===== src/rtl/mem_arbiter_pkg.sv =====
// rtl/mem_arbiter_pkg.sv - shared types for the two-port memory arbiter
package mem_arbiter_pkg;

  localparam int NUM_REQ = 2;

  typedef logic [31:0] addr_t;
  typedef logic [31:0] data_t;
  typedef logic        req_id_t;

  typedef enum logic [1:0] {
    IDLE,
    ACCESS,
    READ,
    RESP
  } mem_arb_state_t;

  function automatic logic [NUM_REQ-1:0] id_to_onehot(input req_id_t id);
    return id ? 2'b10 : 2'b01;
  endfunction

endpackage


===== src/rtl/mem_arb_grant.sv =====
// rtl/mem_arb_grant.sv - winner select, fixed priority or round-robin (MEM_ARB_RR_EN)
module mem_arb_grant
  import mem_arbiter_pkg::*;
(
  input  logic               clk_i,
  input  logic               rstn_i,
  input  logic [NUM_REQ-1:0] valid_i,
  input  logic               accept_i,
  output logic [NUM_REQ-1:0] grant_o,
  output req_id_t            grant_id_o
);

`ifdef MEM_ARB_RR_EN
  // Reset value 0 means port 0 was "last", so port 1 wins the first contention.
  req_id_t last_grant_q;

  always_ff @(posedge clk_i) begin
    if (!rstn_i) begin
      last_grant_q <= 1'b0;
    end else if (accept_i) begin
      last_grant_q <= grant_id_o;
    end
  end

  always_comb begin
    grant_id_o = valid_i[1];
    if (valid_i == 2'b11) begin
      grant_id_o = ~last_grant_q;
    end
  end
`else
  logic unused_rr_inputs;
  assign unused_rr_inputs = ^{clk_i, rstn_i, accept_i};

  always_comb begin
    grant_id_o = valid_i[1];
  end
`endif

  assign grant_o = (valid_i == '0) ? '0 : id_to_onehot(grant_id_o);

endmodule


===== src/rtl/mem_arbiter.sv =====
// rtl/mem_arbiter.sv - shares the single memory_map port between fetch and load/store
// Optional round-robin arbitration via MEM_ARB_RR_EN (default fixed priority, port 1 first).
module mem_arbiter
  import mem_arbiter_pkg::*;
#(
  parameter addr_t IDLE_ADDR = 32'h0000_0000
) (
  input  logic                      clk,
  input  logic                      reset,
  input  logic [NUM_REQ-1:0]        req_valid,
  output logic [NUM_REQ-1:0]        req_ready,
  input  logic [NUM_REQ-1:0][31:0]  req_addr,
  input  logic [NUM_REQ-1:0][31:0]  req_wdata,
  input  logic [NUM_REQ-1:0][3:0]   req_wstrb,
  output logic [NUM_REQ-1:0]        rsp_valid,
  output logic [31:0]               rsp_rdata,
  output logic [31:0]               mem_address,
  output logic [31:0]               mem_write_data,
  output logic [3:0]                mem_write_enable,
  input  logic [31:0]               mem_read_data
);

  mem_arb_state_t     state_q;
  req_id_t            owner_q;
  logic [3:0]         wstrb_q;
  addr_t              mem_address_q;
  data_t              mem_wdata_q;
  logic [3:0]         mem_we_q;
  logic [NUM_REQ-1:0] rsp_valid_q;
  data_t              rsp_rdata_q;

  logic [NUM_REQ-1:0] grant;
  req_id_t            grant_id;
  logic               accept;

  mem_arb_grant u_grant (
    .clk_i      (clk),
    .rstn_i     (reset),
    .valid_i    (req_valid),
    .accept_i   (accept),
    .grant_o    (grant),
    .grant_id_o (grant_id)
  );

  // A request in the same cycle as reset must not be granted.
  assign req_ready = (state_q == IDLE && reset) ? grant : '0;
  assign accept    = |req_ready;

  // Memory-side outputs are loaded on the accept edge so they are valid
  // for the whole ACCESS cycle and then held through READ.
  always_ff @(posedge clk) begin
    if (!reset) begin
      state_q       <= IDLE;
      owner_q       <= 1'b0;
      wstrb_q       <= '0;
      mem_address_q <= IDLE_ADDR;
      mem_wdata_q   <= '0;
      mem_we_q      <= '0;
      rsp_valid_q   <= '0;
      rsp_rdata_q   <= '0;
    end else begin
      case (state_q)
        IDLE: begin
          if (accept) begin
            owner_q       <= grant_id;
            wstrb_q       <= req_wstrb[grant_id];
            mem_address_q <= req_addr[grant_id];
            mem_wdata_q   <= req_wdata[grant_id];
            mem_we_q      <= req_wstrb[grant_id];
            state_q       <= ACCESS;
          end
        end
        ACCESS: begin
          mem_we_q <= '0;
          if (wstrb_q != '0) begin
            rsp_valid_q <= id_to_onehot(owner_q);
            state_q     <= RESP;
          end else begin
            state_q <= READ;
          end
        end
        READ: begin
          rsp_rdata_q <= mem_read_data;
          rsp_valid_q <= id_to_onehot(owner_q);
          state_q     <= RESP;
        end
        RESP: begin
          rsp_valid_q <= '0;
          state_q     <= IDLE;
        end
        default: begin
          state_q <= IDLE;
        end
      endcase
    end
  end

  assign rsp_valid        = rsp_valid_q;
  assign rsp_rdata        = rsp_rdata_q;
  assign mem_address      = mem_address_q;
  assign mem_write_data   = mem_wdata_q;
  assign mem_write_enable = mem_we_q;

endmodule


===== config.mk =====
export PLATFORM = sky130hd
export DESIGN_NAME = mem_arbiter
export DESIGN_NICKNAME = d
export VERILOG_FILES = /design/src/rtl/mem_arbiter_pkg.sv /design/src/rtl/mem_arb_grant.sv /design/src/rtl/mem_arbiter.sv
export SDC_FILE = /design/constraint.sdc
export NUM_CORES = 1
export LEC_CHECK = 0
export CORE_ASPECT_RATIO = 0.8
export CORE_MARGIN = 2
export CORE_UTILIZATION = 42
export CTS_BUF_LIST = sky130_fd_sc_hd__clkbuf_4 sky130_fd_sc_hd__clkbuf_8 sky130_fd_sc_hd__clkbuf_16
export DETAILED_ROUTE_END_ITERATION = 10
export PLACE_DENSITY = 0.87
export SKIP_LAST_GASP = 1
export SLEW_MARGIN = 20
export SYNTH_ARGS = -nofsm -noshare
export SYNTH_HDL_FRONTEND = slang
export SYNTH_SLANG_ARGS = --single-unit

===== constraint.sdc =====
create_clock -name clk -period 3.4 [get_ports clk]
set_clock_uncertainty 0.15 [all_clocks]
set_input_delay 0.68 -clock clk [delete_from_list [all_inputs] [get_ports clk]]
set_output_delay 0.68 -clock clk [all_outputs]
set_load 0.1 [all_outputs]

==> results of run 1 <==
## area by class of cell
class                           count  area [um^2]
Sequential cell                   109         2180
Fill cell                         902         3720
Clock buffer                       12          248
Tap cell                          148          185
Timing Repair Buffer              281         2600
Inverter                            5         21.3
Clock inverter                      4         32.5
Multi-Input combinational cell    308         2490
## layout by cell type, fill, tap and decap left out
cell and n:
clkdlybuf4s50_1 170, dfxtp_1 109, buf_4 106, mux2i_1 102, nor2_1 102, a211oi_2 60, clkbuf_16 9, a211oi_1 8
nor3_1 5, buf_12 5, inv_1 4, nor3b_1 4, o21a_1 4, ha_1 4, a21oi_1 3, nand2_1 3
clkbuf_4 3, clkinvlp_4 2, and4b_1 1, and3_1 1, o211a_4 1, inv_4 1, o211ai_1 1, nor2b_1 1
nor4_1 1, a2bb2oi_1 1, o32ai_1 1, or3_1 1, nand3_1 1, o21ai_1 1, nand3b_1 1, ha_2 1
inv_6 1, clkinv_4 1
## power by group through the flow
stage                     Clock (mW)  Sequential (mW)  Combinational [mW]
after floorplan                    0             3.44               0.963
after global placement             0             1.70                3.38
after detailed placement           0             1.72                3.44
after CTS                       1.01             1.69                3.45
after global routing            1.06             1.72                3.58
final                          0.988             1.69                3.43
## cell families (layout without fill, tap and decap cells)
kind of cell	Yosys count	in the layout
fa+ha+maj	5	5
buf+inv	46	302
compound gates	80	80
simple gates	121	121
flops	109	109
mux	102	102
## stage by stage
step	std cells	worst slack (ns)	hold slack, ns
5_1_grt	867	0.495	0.355
3_3_place_gp	851	0.578	0.296
2_1_floorplan	463	0.637	0.323
4_1_cts	867	0.543	0.315
3_5_place_dp	851	0.531	0.306
6_report	867	0.544	0.317
## synth_stat cells, drive strengths merged
library cell / instances
a211oi: 68
a21oi: 3
a2bb2oi: 1
and3: 1
and4b: 1
buf: 29
clkbuf: 12
dfxtp: 109
ha: 5
inv: 5
mux2i: 102
nand2: 3
nand3: 1
nand3b: 1
nor2: 102
nor2b: 1
nor3: 5
nor3b: 4
nor4: 1
o211a: 1
o211ai: 1
o21a: 4
o21ai: 1
o32ai: 1
or3: 1
## worst min-delay path, delay by kind of cell, from the launching register on
| kind | cells | cell delay (ns) |
|---|---|---|
| multiplexers | 1 | 0.05 |
| AND/OR/NAND/NOR | 1 | 0.05 |
| flip-flops | 1 | 0.32 |
## flip-flops by register name, indices dropped and copies added, names as in the netlist
name and flops:
wstrb_q 4, mem_write_data 32, mem_write_enable 4, owner_q 1
state_q 2, rsp_rdata 32, mem_address 32, rsp_valid 2
## metal layers
layer	GRT usage [%]	vias up
met5	0	-
li1	-	2138
met1	22.9	1980
met2	36.9	173
met3	7.06	25
met4	7.01	0
## worst paths after layout
kind	from	endpoint	slack, ns
setup / recovery	reset	req_ready[0]	0.54
hold / removal	rsp_valid[0]$_SDFFE_PN0P_	rsp_valid[0]$_SDFFE_PN0P_	0.32
setup reg to reg	state_q[0]$_SDFFE_PN0P_	mem_write_data[10]$_SDFFE_PN0P_	1.18
hold reg to reg	rsp_valid[0]$_SDFFE_PN0P_	rsp_valid[0]$_SDFFE_PN0P_	0.32
==> results_dict.tcl, run 1 <==
set metrics [dict create \
    routed_wirelength_mm 13.7 \
    yosys_warnings 0 \
    synth_area_um2 4930 \
    worstPathCellList "clkdlybuf4s50_1 -> and4b_1 -> buf_12" \
    area_delta_synth_final_pct 57.4 \
    cts-buffers-inserted 9 \
    first_pass_iters 4 \
    track_usage_pct 20.5 \
    power.leakage_nw 3.16 \
    critPathKind "in2out" \
    synthMuxAreaShare_pct 20.7 \
    max_freq_mhz 350 \
    dp_hpwl_mm 10.5 \
    row_count 35 \
    relSlewSlack_pct 33.3 \
    post-route-util_pct 67.6 \
    port_buffers 275 \
    cp_top_family "buffers and inverters" \
    synth_cells 463 \
    wl_met3_mm 1.11 \
    start_kind "input port" \
    htreeDepth 3 \
    grt_pass1_wl_mm 21.1 \
    synthTopCellsByArea "dfxtp_1 44%, mux2i_1 21%, a211oi_2 15%, nor2_1 7.8%, buf_6 2.1%" \
    holdPathStages 2 \
    dpl_cell_area_um2 7470 \
    drv_slew 0 \
    slowest_delay_ns 0.79 \
    grt_setup_unrepaired "false" \
    gp_congestion 0.796 \
    seqPwrFrac_pct 27.7 \
    power_mw 6.11 \
    drtIter0Drc 181 \
    maxCapViolCount 0 \
    viasPerCell 4.98 \
    p_switching_mw 3.13 \
    via_count 4316 \
    postCtsSetupBuffers 0 \
    wl_met2_mm 6.77 \
    min_period_over_period_pct 84.0 \
    grt_max_degree 69 \
    cp.required_ns 2.57 \
    synthSimpleGateAreaFrac_pct 10.1 \
    routed.top_layer "met4" \
    cts.sinks 109 \
    clock_latency_ns 0.33 \
    num_antenna_cells 0 \
    fin_area_um2 7750 \
    synth_seq_area_share_pct 44.3 \
    grt_pass1_vias 4386 \
    antenna_left 0 \
    grt_overflow 0 \
    coreArea_um2 11500 \
    cts-resized-gates 0 \
    hold_buffers 0 \
    critPathBufInv 2 \
    hold_class "reg2reg" \
    ir_drop_uv 420 \
    clockPowerShare_pct 16.2 \
    antenna_found_initial 0 \
    cp.arrival_ns 2.03 \
    ys_ff_latch 109 \
    synthAdderAreaFrac_pct 1.27 \
    wl_per_cell_um 15.8 \
    synth_top_cell_area_share_pct 44.3 \
    power_density_nw_per_um2 788 \
    endpoint_kind "primary output" \
    pwr-share-comb_pct 56.1 \
    crit_cells 3 \
    synth_top_family_by_area "multiplexers" \
    p_int_mw 2.98 \
    yosys.area.top_type "dfxtp_1" \
    clockBufferDepth 2 \
    cts_root_buf "clkbuf_16" \
    synth_xor_area_share_pct 0 \
    fin_setup_tns_ns 0 \
    reg2regPathDepth 6 \
    switching_share_pct 51.2 \
    synth_compound_area_share_pct 18.2 \
    ioPinCount 276 \
    layout-drive-gt1-share_pct 26.4 \
    period_minus_slack_ns 2.86 \
    final_hold_viol_count 0 \
    crit_slowest_cell "clkdlybuf4s50_1" \
    status "finished, final reports clean" \
    dieArea_um2 12600 \
    synth_area_per_cell_um2 10.6 \
    layout.nets 891 \
    yosysUniqueCellTypes 29 \
    worst-path-max-fanout 13 \
    clk_pin_slew_ns 0.07 \
    worst_pin_slew_ns 1.00 \
    wirelength_met1_mm 5.51 \
    initial_core_util_pct 42.9 \
    setup_viol 0 \
    fp.dieH_um 101 \
    drcViolationCount 0 \
    syn_nets 640 \
    cts_tree "built" \
    die_w_um 125 \
]
Power figures use the tool's default switching activity.
==> run 2: changes to the inputs <==
--- a/config.mk
+++ b/config.mk
@@ -7,10 +7,10 @@
 export LEC_CHECK = 0
 export CORE_ASPECT_RATIO = 0.8
 export CORE_MARGIN = 2
-export CORE_UTILIZATION = 42
+export CORE_UTILIZATION = 39
 export CTS_BUF_LIST = sky130_fd_sc_hd__clkbuf_4 sky130_fd_sc_hd__clkbuf_8 sky130_fd_sc_hd__clkbuf_16
 export DETAILED_ROUTE_END_ITERATION = 10
-export PLACE_DENSITY = 0.87
+export PLACE_DENSITY = 0.81
 export SKIP_LAST_GASP = 1
 export SLEW_MARGIN = 20
 export SYNTH_ARGS = -nofsm -noshare
==> constraint.sdc (replaced) <==
create_clock -name clk -period 2.7 [get_ports clk]
set_clock_uncertainty 0.15 [all_clocks]
set_input_delay 0.54 -clock clk [delete_from_list [all_inputs] [get_ports clk]]
set_output_delay 0.54 -clock clk [all_outputs]
set_load 0.1 [all_outputs]
==> run 2 against run 1 <==
  * Sequential share of layout area down 0.55 points
  * Utilization down 3.0 points
  * Hold slack worse by 0.00053 ns
  * Combinational power up 27%
  * Cell area up 2.0%
  * Wire length up 2.7%
  * Count of clock-buffer cells in the layout down 3
  * Die area up 7.4%
  * Sequential power up 26%
==> results_dict.tcl, run 2 (synthesis gave the netlist of run 1 again) <==
set metrics [dict create \
    status "finished, final reports clean" \
    endpoint_kind "primary output" \
    viasPerCell 4.85 \
    max_freq_mhz 416 \
    regToRegSetupSlack_ns 0.64 \
    relSlewSlack_pct 66.2 \
    crit_slowest_cell "ha_1" \
    wl_per_cell_um 15.7 \
    power_density_nw_per_um2 1000 \
    row_count 36 \
    dpl.cell_count 879 \
    cts-buffers-inserted 9 \
    ioPinCount 276 \
    crit_cells 4 \
    hold_buffers 0 \
    cts_root_buf "clkbuf_16" \
    critPathKind "reg2out" \
    cp.arrival_ns 1.71 \
    reg2regPathDepth 6 \
    clock_latency_ns 0.34 \
    layout-drive-gt1-share_pct 26.9 \
    worst-path-max-fanout 9 \
    postCtsSetupBuffers 0 \
    final_cell_mix "170 x clkdlybuf4s50_1, 109 x dfxtp_1, 108 x buf_4, 102 x mux2i_1, 102 x nor2_1" \
    grt_pass1_vias 4345 \
    stdcell_count 895 \
    power.leakage_nw 3.22 \
    worstPathCellList "inv_1 -> ha_1 -> and4b_1 -> buf_12" \
    final_common_cell "clkdlybuf4s50_1" \
    ir_drop_uv 465 \
    cts_tree "built" \
    maxCapViolCount 0 \
    antenna_left 0 \
    critPathBufInv 2 \
    dieArea_um2 13600 \
    via_count 4339 \
    worst_pin_slew_ns 0.505 \
    seqCellArea_um2 2180 \
    cp-endpoint "req_ready[0]" \
    track_usage_pct 20.1 \
    area_delta_synth_final_pct 60.5 \
    fin_setup_tns_ns 0 \
    htreeDepth 3 \
    clk_pin_slew_ns 0.07 \
    initial_core_util_pct 40.2 \
    num_antenna_cells 0 \
    clockBufferDepth 2 \
    setup_viol 0 \
    port_buffers 275 \
    grt_overflow 0 \
    fill_cells 985 \
    grt_max_degree 57 \
    coreArea_um2 12300 \
    grt_setup_unrepaired "false" \
    final_hold_viol_count 0 \
    hold_class "reg2reg" \
    holdPathStages 2 \
    min_period_over_period_pct 89.1 \
    cts.sinks 109 \
    start_kind "flop" \
    crit_start "state_q[0]$_SDFFE_PN0P_" \
    cts-resized-gates 0 \
    antenna_found_initial 0 \
    slowest_delay_ns 0.36 \
    reg2reg_to "mem_address[24]$_SDFFE_PN0P_" \
    multiInputGateArea_um2 2490 \
    drv_slew 0 \
    grt_pass1_wl_mm 21.6 \
    drtIter0Drc 144 \
    first_pass_iters 4 \
    period_minus_slack_ns 2.40 \
    cp_top_family "adder cells" \
    die_w_um 130 \
    drcViolationCount 0 \
    dp_hpwl_mm 10.9 \
    layout.nets 896 \
    regToRegStartpoint "state_q[0]$_SDFFE_PN0P_" \
    gp_congestion 0.749 \
    fp.dieH_um 105 \
    cp.required_ns 2.01 \
    routed_wirelength_mm 14.1 \
]
==> run 2: cell count changes in the layout (fill, tap and decap cells not counted), sizes merged <==
cell,change
bufinv,+2
inv,+1
buf,+5
clkbuf,-3
clkinvlp,-1
clkinv,+1
==> run 2: stage by stage <==
stage	worst slack [ns]	utilization (%)	hold WS [ns]	instance area, um^2	total power [mW]
6_report	0.295	64.5	0.317	7910	7.92
5_1_grt	0.208	64.5	0.356	7910	8.26
4_1_cts	0.272	64.5	0.318	7910	8.00
3_5_place_dp	0.425	61.8	0.307	7580	6.52
3_3_place_gp	0.476	61.8	0.297	7580	6.44
2_1_floorplan	0.217	-	0.323	4930	5.54
==> run 2: power breakdown <==
group	total (mW)	switching, mW	internal (mW)
combinational	4.34	3.18	1.16
clock	1.45	0.626	0.827
sequential	2.13	0.184	1.94
==> run 2: worst min-delay path by stage <==
stage	start	endpoint	slack, ns
after global routing	rsp_valid[1]$_SDFFE_PN0P_	rsp_valid[1]$_SDFFE_PN0P_	0.36
after global placement	rsp_valid[1]$_SDFFE_PN0P_	rsp_valid[1]$_SDFFE_PN0P_	0.30
final	rsp_valid[1]$_SDFFE_PN0P_	rsp_valid[1]$_SDFFE_PN0P_	0.32
after CTS	rsp_valid[1]$_SDFFE_PN0P_	rsp_valid[1]$_SDFFE_PN0P_	0.32
after detailed placement	rsp_valid[1]$_SDFFE_PN0P_	rsp_valid[1]$_SDFFE_PN0P_	0.31
after floorplan	state_q[0]$_SDFFE_PN0P_	state_q[0]$_SDFFE_PN0P_	0.32
==> run 2: worst min-delay path, delay by kind of cell (launching register included) <==
kind             cells  cell delay, ns
flip-flops           1            0.31
AND/OR/NAND/NOR      1            0.05
multiplexers         1            0.05
==> run 2: final cells by class <==
cell class | instances | share of cell area (%)
tap | 171 | 2.71
clock inverter | 7 | 1.33
inverter | 5 | 0.269
timing repair buffer | 286 | 33.8
clock buffer | 9 | 2.85
multi-input combinational | 308 | 31.4
sequential | 109 | 27.6
==> run 2: metal layers <==
layer | routed length (um) | track usage, %
met1 | 5560 | 21.8
met2 | 7120 | 37.4
met3 | 1170 | 6.12
met4 | 225 | 5.30
met5 | 0 | 0
==> run 3: changes to the inputs <==
--- a/config.mk
+++ b/config.mk
@@ -10,7 +10,7 @@
 export CORE_UTILIZATION = 39
 export CTS_BUF_LIST = sky130_fd_sc_hd__clkbuf_4 sky130_fd_sc_hd__clkbuf_8 sky130_fd_sc_hd__clkbuf_16
 export DETAILED_ROUTE_END_ITERATION = 10
-export PLACE_DENSITY = 0.81
+export PLACE_DENSITY = 0.93
 export SKIP_LAST_GASP = 1
 export SLEW_MARGIN = 20
 export SYNTH_ARGS = -nofsm -noshare
==> run 3 against run 2 <==
  * Final cell count grew 0.11%
  * Count of clock-buffer cells in the layout is the same
  * Wire length shrank 1.0%
  * Highest routed layer unchanged
==> results_dict.tcl, run 3 (synthesis gave the netlist of run 1 again) <==
set metrics [dict create \
    min_period_over_period_pct 88.7 \
    clock_latency_ns 0.34 \
    seqCellArea_um2 2180 \
    cts-resized-gates 0 \
    final_common_cell "clkdlybuf4s50_1" \
    ir_drop_uv 558 \
    worst-path-max-fanout 9 \
    hold_class "reg2reg" \
    htreeDepth 3 \
    hold_buffers 0 \
    cts_tree "built" \
    first_pass_iters 4 \
    antenna_left 0 \
    grt_overflow 0 \
    via_count 4377 \
    cp.required_ns 2.01 \
    holdPathStages 2 \
    coreArea_um2 12300 \
    cts-buffers-inserted 9 \
    grt_pass1_vias 4537 \
    port_buffers 275 \
    fin_setup_tns_ns 0 \
    dp_hpwl_mm 10.8 \
    cp.arrival_ns 1.71 \
    area_delta_synth_final_pct 60.1 \
    fp.dieH_um 105 \
    viasPerCell 4.89 \
    drcViolationCount 0 \
    layout-drive-gt1-share_pct 27.0 \
    cts_root_buf "clkbuf_16" \
    wl_per_cell_um 15.5 \
    die_w_um 130 \
    track_usage_pct 19.9 \
    regToRegStartpoint "state_q[0]$_SDFFE_PN0P_" \
    initial_core_util_pct 40.2 \
    relSlewSlack_pct 64.6 \
    worst_pin_slew_ns 0.531 \
    fill_cells 949 \
    start_kind "flop" \
    final_cell_mix "170 x clkdlybuf4s50_1, 111 x buf_4, 109 x dfxtp_1, 102 x mux2i_1, 102 x nor2_1" \
    critPathKind "reg2out" \
    setup_viol 0 \
    grt_setup_unrepaired "false" \
    multiInputGateArea_um2 2490 \
    reg2regPathDepth 6 \
    final_hold_viol_count 0 \
    status "finished, final reports clean" \
    drv_slew 0 \
    row_count 36 \
    power.leakage_nw 3.22 \
    dieArea_um2 13600 \
    cts.sinks 109 \
    maxCapViolCount 0 \
    routed_wirelength_mm 13.9 \
    period_minus_slack_ns 2.40 \
    clk_pin_slew_ns 0.07 \
    drtIter0Drc 121 \
    antenna_found_initial 0 \
    max_freq_mhz 417 \
    grt_pass1_wl_mm 21.8 \
    gp_congestion 0.748 \
    postCtsSetupBuffers 0 \
    min_from "rsp_valid[0]$_SDFFE_PN0P_" \
    layout.nets 897 \
    crit_start "state_q[0]$_SDFFE_PN0P_" \
    clockBufferDepth 2 \
    power_density_nw_per_um2 1000 \
    endpoint_kind "primary output" \
    ioPinCount 276 \
    num_antenna_cells 0 \
    grt_max_degree 52 \
    holdWs_ns 0.328 \
]
==> run 3: cell count changes in the layout (fill, tap and decap cells not counted) <==
| cell | before | now |
|---|---|---|
| clkinvlp_4 | 1 | 2 |
| clkinv_4 | 2 | 0 |
| buf_4 | 108 | 111 |
| inv_6 | 1 | 2 |
| buf_12 | 8 | 6 |
==> run 3: area by class of cell <==
cell class	instances	share of cell area [%]
flip-flops and latches	109	27.7
multi-input cells	308	31.5
repair buffers	287	33.7
clock inverters	7	1.32
clock buffers	9	2.86
well taps	171	2.71
inverters	5	0.270
==> run 3: metal layers <==
layer / routed length, um / track usage, %
met4: 237 / 5.76
met1: 5440 / 21.5
met5: 0 / 0
met2: 6970 / 36.3
met3: 1270 / 7.05
==> run 3: critical path, stage by stage, from the launching register on <==
cell and delay [ns]:
dfxtp_1 0.35, inv_1 0.13, ha_1 0.36, and4b_1 0.33, buf_12 0.19
==> run 3: final timing paths <==
kind / slack (ns) / endpoint
worst min-delay path: 0.33 / rsp_valid[0]$_SDFFE_PN0P_
worst max register to register: 0.69 / mem_write_data[22]$_SDFFE_PN0P_
worst min register to register: 0.33 / rsp_valid[0]$_SDFFE_PN0P_
worst max-delay path: 0.30 / req_ready[0]
==> run 3: power breakdown <==
group	leakage (nW)	switching, mW	internal [mW]
clock network	0.155	0.621	0.827
registers	0.895	0.193	1.94
logic	2.17	3.17	1.16
total	3.22	3.99	3.93
==> run 3: through the flow <==
| stage | cell area, um^2 | setup WS, ns | util [%] | std cells | total power [mW] |
|---|---|---|---|---|---|
| 2_1_floorplan | 4930 | 0.217 | - | 463 | 5.54 |
| 5_1_grt | 7890 | 0.180 | 64.4 | 896 | 8.26 |
| 6_report | 7890 | 0.304 | 64.4 | 896 | 7.92 |
| 4_1_cts | 7890 | 0.279 | 64.4 | 896 | 7.98 |
| 3_3_place_gp | 7560 | 0.371 | 61.7 | 880 | 6.41 |
| 3_5_place_dp | 7560 | 0.348 | 61.7 | 880 | 6.52 |
